--- config.mk ---
export PLATFORM = sky130hd
export DESIGN_NAME = spi_responder
export DESIGN_NICKNAME = d
export VERILOG_FILES = /design/src/rtl/spi_responder.sv
export SDC_FILE = /design/constraint.sdc
export NUM_CORES = 1
export LEC_CHECK = 0
export CELL_PAD_IN_SITES_DETAIL_PLACEMENT = 1
export CELL_PAD_IN_SITES_GLOBAL_PLACEMENT = 1
export CORE_ASPECT_RATIO = 0.5
export CORE_MARGIN = 1.5
export CORE_UTILIZATION = 40
export CTS_BUF_LIST = sky130_fd_sc_hd__clkbuf_8
export CTS_CLUSTER_SIZE = 28
export DETAILED_ROUTE_END_ITERATION = 12
export HOLD_SLACK_MARGIN = 0.12
export PLACE_DENSITY_LB_ADDON = 0.12
export SLEW_MARGIN = 20
export SYNTH_ARGS = -nofsm -noshare
export SYNTH_HDL_FRONTEND = slang
export SYNTH_SLANG_ARGS = --single-unit
--- constraint.sdc ---
create_clock -name i_clk -period 7.15 [get_ports i_clk]
set_input_delay 1.43 -clock i_clk [delete_from_list [all_inputs] [get_ports i_clk]]
set_output_delay 1.43 -clock i_clk [all_outputs]
set_load 0.03 [all_outputs]
--- src/rtl/spi_responder.sv ---
// spi_responder: SPI target (CPHA=0, mode 0 or 2 via CPOL) oversampled on the board clock.
// Shifts bytes MSB first. Received bytes land in a one-entry holding register with valid/ack;
// transmit bytes come from a 4-entry FIFO, or IDLE_BYTE when the FIFO is empty at byte start.
//
// Ports:
//   i_clk      board clock, all state on posedge
//   i_rst      asynchronous active-high reset
//   i_sck      SPI clock from master (asynchronous)
//   i_mosi     SPI data from master (asynchronous)
//   i_nss      active-low chip select (asynchronous)
//   o_miso     SPI data to master (1 while idle)
//   o_miso_oe  tri-state enable for MISO, high while selected
//   o_sel      synchronized select
//   o_rxd      last received byte
//   o_rxv      o_rxd valid, held until i_rxack
//   i_rxack    consume o_rxd
//   o_ovr      sticky overrun flag
//   i_clrovr   clear o_ovr
//   i_txd      byte to enqueue
//   i_txwr     enqueue i_txd when not full
//   o_txcnt    FIFO occupancy 0..4
//   o_txfull   FIFO full
module spi_responder #(
   parameter bit         CPOL      = 1'b0,
   parameter logic [7:0] IDLE_BYTE = 8'hFF
) (
   input  logic       i_clk,
   input  logic       i_rst,
   input  logic       i_sck,
   input  logic       i_mosi,
   input  logic       i_nss,
   output logic       o_miso,
   output logic       o_miso_oe,
   output logic       o_sel,
   output logic [7:0] o_rxd,
   output logic       o_rxv,
   input  logic       i_rxack,
   output logic       o_ovr,
   input  logic       i_clrovr,
   input  logic [7:0] i_txd,
   input  logic       i_txwr,
   output logic [2:0] o_txcnt,
   output logic       o_txfull
);

   typedef enum logic {StIdle, StActive} state_t;

   // Synchronizers (raw pin levels) and edge-detect flop (internal polarity)
   logic r_sck_m, r_sck_s, r_sck_q;
   logic r_mosi_m, r_mosi_s;
   logic r_nss_m, r_nss_s;

   state_t     r_state, w_state_d;
   logic [2:0] r_bitcnt, w_bitcnt_d;
   logic [7:0] r_rxsr, w_rxsr_d;
   logic [7:0] r_txsr, w_txsr_d;
   logic       r_reload, w_reload_d;
   logic [7:0] r_rxd, w_rxd_d;
   logic       r_rxv, w_rxv_d;
   logic       r_ovr, w_ovr_d;

   logic [7:0] r_fifo [4];
   logic [1:0] r_wptr, r_rptr;
   logic [2:0] r_cnt, w_cnt_d;

   logic       w_sck_s, w_rise, w_fall;
   logic       w_push, w_pop;
   logic [7:0] w_tx_next;

   assign w_sck_s   = r_sck_s ^ CPOL;
   assign w_rise    = w_sck_s & ~r_sck_q;
   assign w_fall    = ~w_sck_s & r_sck_q;
   assign w_push    = i_txwr & (r_cnt != 3'd4);
   assign w_tx_next = (r_cnt != 3'd0) ? r_fifo[r_rptr] : IDLE_BYTE;
   assign w_cnt_d   = r_cnt + {2'b00, w_push} - {2'b00, w_pop};

   always_comb begin
      w_state_d  = r_state;
      w_bitcnt_d = r_bitcnt;
      w_rxsr_d   = r_rxsr;
      w_txsr_d   = r_txsr;
      w_reload_d = r_reload;
      w_rxd_d    = r_rxd;
      w_rxv_d    = r_rxv;
      w_ovr_d    = r_ovr;
      w_pop      = 1'b0;
      if (i_rxack)  w_rxv_d = 1'b0;
      // An overrun below overrides this clear
      if (i_clrovr) w_ovr_d = 1'b0;
      case (r_state)
         StIdle: begin
            if (!r_nss_s) begin
               w_state_d  = StActive;
               w_bitcnt_d = 3'd0;
               w_reload_d = 1'b0;
               w_txsr_d   = w_tx_next;
               w_pop      = (r_cnt != 3'd0);
            end
         end
         StActive: begin
            if (r_nss_s) begin
               // Abort: partial byte discarded silently
               w_state_d  = StIdle;
               w_bitcnt_d = 3'd0;
               w_reload_d = 1'b0;
            end else if (w_rise) begin
               w_rxsr_d   = {r_rxsr[6:0], r_mosi_s};
               w_bitcnt_d = r_bitcnt + 3'd1;
               if (r_bitcnt == 3'd7) begin
                  w_reload_d = 1'b1;
                  if (!r_rxv || i_rxack) begin
                     w_rxd_d = {r_rxsr[6:0], r_mosi_s};
                     w_rxv_d = 1'b1;
                  end else begin
                     w_ovr_d = 1'b1;
                  end
               end
            end else if (w_fall) begin
               if (r_reload) begin
                  w_txsr_d   = w_tx_next;
                  w_pop      = (r_cnt != 3'd0);
                  w_reload_d = 1'b0;
               end else begin
                  w_txsr_d = {r_txsr[6:0], 1'b1};
               end
            end
         end
         default: w_state_d = StIdle;
      endcase
   end

   always_ff @(posedge i_clk or posedge i_rst) begin
      if (i_rst) begin
         r_sck_m  <= CPOL;
         r_sck_s  <= CPOL;
         r_sck_q  <= 1'b0;
         r_mosi_m <= 1'b1;
         r_mosi_s <= 1'b1;
         r_nss_m  <= 1'b1;
         r_nss_s  <= 1'b1;
         r_state  <= StIdle;
         r_bitcnt <= 3'd0;
         r_rxsr   <= 8'h00;
         r_txsr   <= 8'h00;
         r_reload <= 1'b0;
         r_rxd    <= 8'h00;
         r_rxv    <= 1'b0;
         r_ovr    <= 1'b0;
         r_wptr   <= 2'd0;
         r_rptr   <= 2'd0;
         r_cnt    <= 3'd0;
      end else begin
         r_sck_m  <= i_sck;
         r_sck_s  <= r_sck_m;
         r_sck_q  <= w_sck_s;
         r_mosi_m <= i_mosi;
         r_mosi_s <= r_mosi_m;
         r_nss_m  <= i_nss;
         r_nss_s  <= r_nss_m;
         r_state  <= w_state_d;
         r_bitcnt <= w_bitcnt_d;
         r_rxsr   <= w_rxsr_d;
         r_txsr   <= w_txsr_d;
         r_reload <= w_reload_d;
         r_rxd    <= w_rxd_d;
         r_rxv    <= w_rxv_d;
         r_ovr    <= w_ovr_d;
         if (w_push) r_wptr <= r_wptr + 2'd1;
         if (w_pop)  r_rptr <= r_rptr + 2'd1;
         r_cnt    <= w_cnt_d;
      end
   end

   // FIFO storage needs no reset; occupancy gates every read
   always_ff @(posedge i_clk) begin
      if (w_push) r_fifo[r_wptr] <= i_txd;
   end

   assign o_miso    = (r_state == StActive) ? r_txsr[7] : 1'b1;
   assign o_miso_oe = (r_state == StActive);
   assign o_sel     = (r_state == StActive);
   assign o_rxd     = r_rxd;
   assign o_rxv     = r_rxv;
   assign o_ovr     = r_ovr;
   assign o_txcnt   = r_cnt;
   assign o_txfull  = (r_cnt == 3'd4);

endmodule

==> metrics.md <==
| Metric | Value |
|---|---|
| Critical path type | `in -> reg` |
| CP startpoint | `i_txwr` |
| Vias per cell | `4.83` |
| Initial core utilization | `0.415` |
| Area Growth Syn to Fin | `20.2%` |
| Final total power | `1.21 mW` |
| IO Count | `33` |
| CP endpoint | `o_txcnt[2]` |
| CP required | `7440 ps` |
| Multi-input gate area | `878 um^2` |
| CP Buf/Inv Count | `3` |
| Row cnt | `22` |
| Final slew viol count | `0` |
| FILL cells | `711` |
| Die boundary height | `64.7 um` |
| Antenna violations before repair | `0` |
| Largest net degree at the start of global routing | `45` |
| Placer Congestion | `0.699` |
| PD cells | `330 mW/mm^2` |
| R2R cell count | `11` |
| CP delay by family, top | `adder cells` |
| H-tree Lvls | `3` |
| Core area | `0.00735 mm^2` |
| RSZ-0062 raised after global routing | `no` |
| CP peak stage delay | `450 ps` |
| Buffers inserted by post-CTS timing repair | `0` |
| Layout Nets | `272` |
| DRC errors left | `0` |
| Outcome | `complete, no violations` |
| Post-synth top area cell | `dfrtp_1` |
| Normalized max-slew margin | `0.621` |
| Root buffer cell | `clkbuf_8` |
| Dominant cells by area after synthesis | `dfrtp_1 (33%), edfxtp_1 (32%), mux4_2 (5.9%)` |
| Min-Delay Path Class | `reg -> reg` |
| FF+latch count, synth | `76` |
| CP Max Fanout | `8` |
| FF+latch area | `0.00207 mm^2` |
| Number of global-route vias before repair | `1,703` |
| Critical Path, Cell by Cell | `clkdlybuf4s50_1 > nor2b_1 > inv_1 > ha_1 > inv_1 > ha_1 > fa_1 > xnor2_1 > xnor2_1` |
| Reg2reg start | `r_sck_q` |
| Detailed Route Iter0 Violations | `68` |
| Resized Gates After CTS | `0` |
| CTS buffer count | `9` |
| Final worst path period share | `0.457` |
| Worst VDD drop | `0.113 mV` |
| Mapped Cells | `208` |
| Remaining Overflow, GRT | `0` |
| Crit. End Element | `flop` |
| # Max-Cap Violations | `0` |
| Peak Freq | `306 MHz` |
| Static leakage | `1.50 nW` |
| Die width | `126 um` |
| Worst-margin pin slew | `568 ps` |
| Async SR Flop Fraction | `0.579` |
| WP data arrival | `3550 ps` |
| Commonest non-fill, non-tap cell in the layout | `dfrtp_1` |
| CP max-delay cell | `clkdlybuf4s50_1` |
| Clk buf depth | `2` |
| Wire length per cell | `15.1 um` |
| Die area | `0.00818 mm^2` |
| Antenna cell count | `0` |
| Detail Route Antenna Nets | `0` |
| Top FF cell, synth | `dfrtp_1` |
| Layout cell share with drive strength beyond 1 | `0.156` |
| First-pass GRT wire length | `8.74 mm` |
| Later-pin clock latency in the skew report | `360 ps` |
| Final core utilization | `0.498` |
| Post-synth top area share | `0.329` |
| Count of different cell masters after synthesis | `35` |
| CTS tree | `built` |
| Routed wire length | `5.24 mm` |
| Final hold vios | `0` |
| Sum of negative setup slack | `0 ps` |
| Syn_area_per_cell | `14.6 um^2` |
| Final setup vio count | `0` |
| Clk sinks | `76` |
| Port bufs | `32` |
| Most frequent cells in the layout | `dfrtp_1 (40), nand2_1 (33), clkdlybuf4s50_1 (32), edfxtp_1 (32), inv_1 (14)` |
| EDFF count, synth | `32` |
| CP Depth | `9` |
| Hold Worst Slack | `357 ps` |
| Hold Buf Count CTS | `0` |
| Clock skew | `9.60 ps` |
| Post-layout min period | `3270 ps` |
| Synthesized cell area | `0.00305 mm^2` |
| Synth warn | `0` |
| Worst r2r dst | `o_txcnt[2]` |
| Clock transition at path regs | `80 ps` |
| Dpl hpwl | `3.66 mm` |
| DRT Pass-1 Iters | `4` |
| GRT Total Usage | `0.150` |
| Syn nets | `235` |
| Sequential area share after synthesis | `0.678` |
| R2r setup slk | `4440 ps` |
| CP Launch Type | `input port` |
| Vias | `1,671` |
[metal layers]
layer  vias to the layer above  global-route usage  share of wire  routed length (um)
met4                         0              0.0819          0.023                 123
met3                        12              0.0603          0.044                 232
li1                        800                   -              -                   -
met1                       828               0.184           0.48                2510
met2                        31               0.230           0.45                2370
met5                         -                   0              0                   0
[per-stage QoR]
step                      instance area, um^2  std cells  setup slack [ps]
after floorplan                          3050        208              4110
after global placement                   3450        330              3560
after detailed placement                 3450        330              3470
after CTS                                3660        346              3860
after global routing                     3660        346              3680
final                                    3660        346              3880
[how the worst min path moves through the flow]
stage / from / to / slack, ps / depth (start not counted)
floorplan: r_sck_m / r_sck_s / 330 / 0
global placement: r_sck_m / r_sck_s / 330 / 0
detailed placement: r_sck_m / r_sck_s / 350 / 0
CTS: r_mosi_m / r_mosi_s / 360 / 0
global route: r_mosi_m / r_mosi_s / 360 / 0
finish: r_mosi_m / r_mosi_s / 360 / 0
[flip-flops by register name (all words and copies together) (netlist names), 2 cells and up]
register / count
r_bitcnt: 3
r_wptr: 2
o_txcnt: 3
r_rxsr: 7
r_fifo: 32
r_txsr: 8
r_rptr: 2
o_rxd: 8
[where the power goes]
part | leakage (nW) | switching [mW] | internal, mW
Sequential | 0.850 | 0.0650 | 0.541
Combinational | 0.560 | 0.132 | 0.130
Clock | 0.0938 | 0.158 | 0.180
Total | 1.50 | 0.355 | 0.851
[final cells by class]
| class | instances | area share |
|---|---|---|
| sequential | 76 | 0.565 |
| multi-input combinational | 110 | 0.240 |
| timing repair buffer | 33 | 0.0895 |
| clock buffer | 11 | 0.0414 |
| tap | 96 | 0.0328 |
| clock inverter | 5 | 0.0164 |
| inverter | 15 | 0.0154 |
[worst register-to-register path, delay by kind of cell (launching register included)]
family                     cells  cell delay (ps)
adders and majority gates      4             1100
DFF                            1              380
buffers and inverters          2              100
and+or+nand+nor                2              310
AOI/OAI and AO/OA              1              430
xor gates and xnor gates       2              320
[logic make-up after synthesis]
group / count (synthesis) / share of synthesized area
compound gates: 25 / 0.0534
xor+xnor: 5 / 0.0144
mux: 17 / 0.0920
flops: 76 / 0.678
fa+ha+maj: 11 / 0.0476
simple gates: 52 / 0.0809
buf+inv: 22 / 0.0333
[synthesized netlist by cell type, types with 2 or more instances]
master	count
dfrtp_1	40
nand2_1	33
edfxtp_1	32
inv_1	15
ha_1	10
o21ai_0	10
o22ai_1	9
mux2_2	8
mux4_2	8
nand2b_1	5
and2_1	4
dfstp_2	4
xnor2_1	4
nor2_1	3
buf_2	2
buf_4	2
No activity file was read; power rests on OpenSTA's default activity.
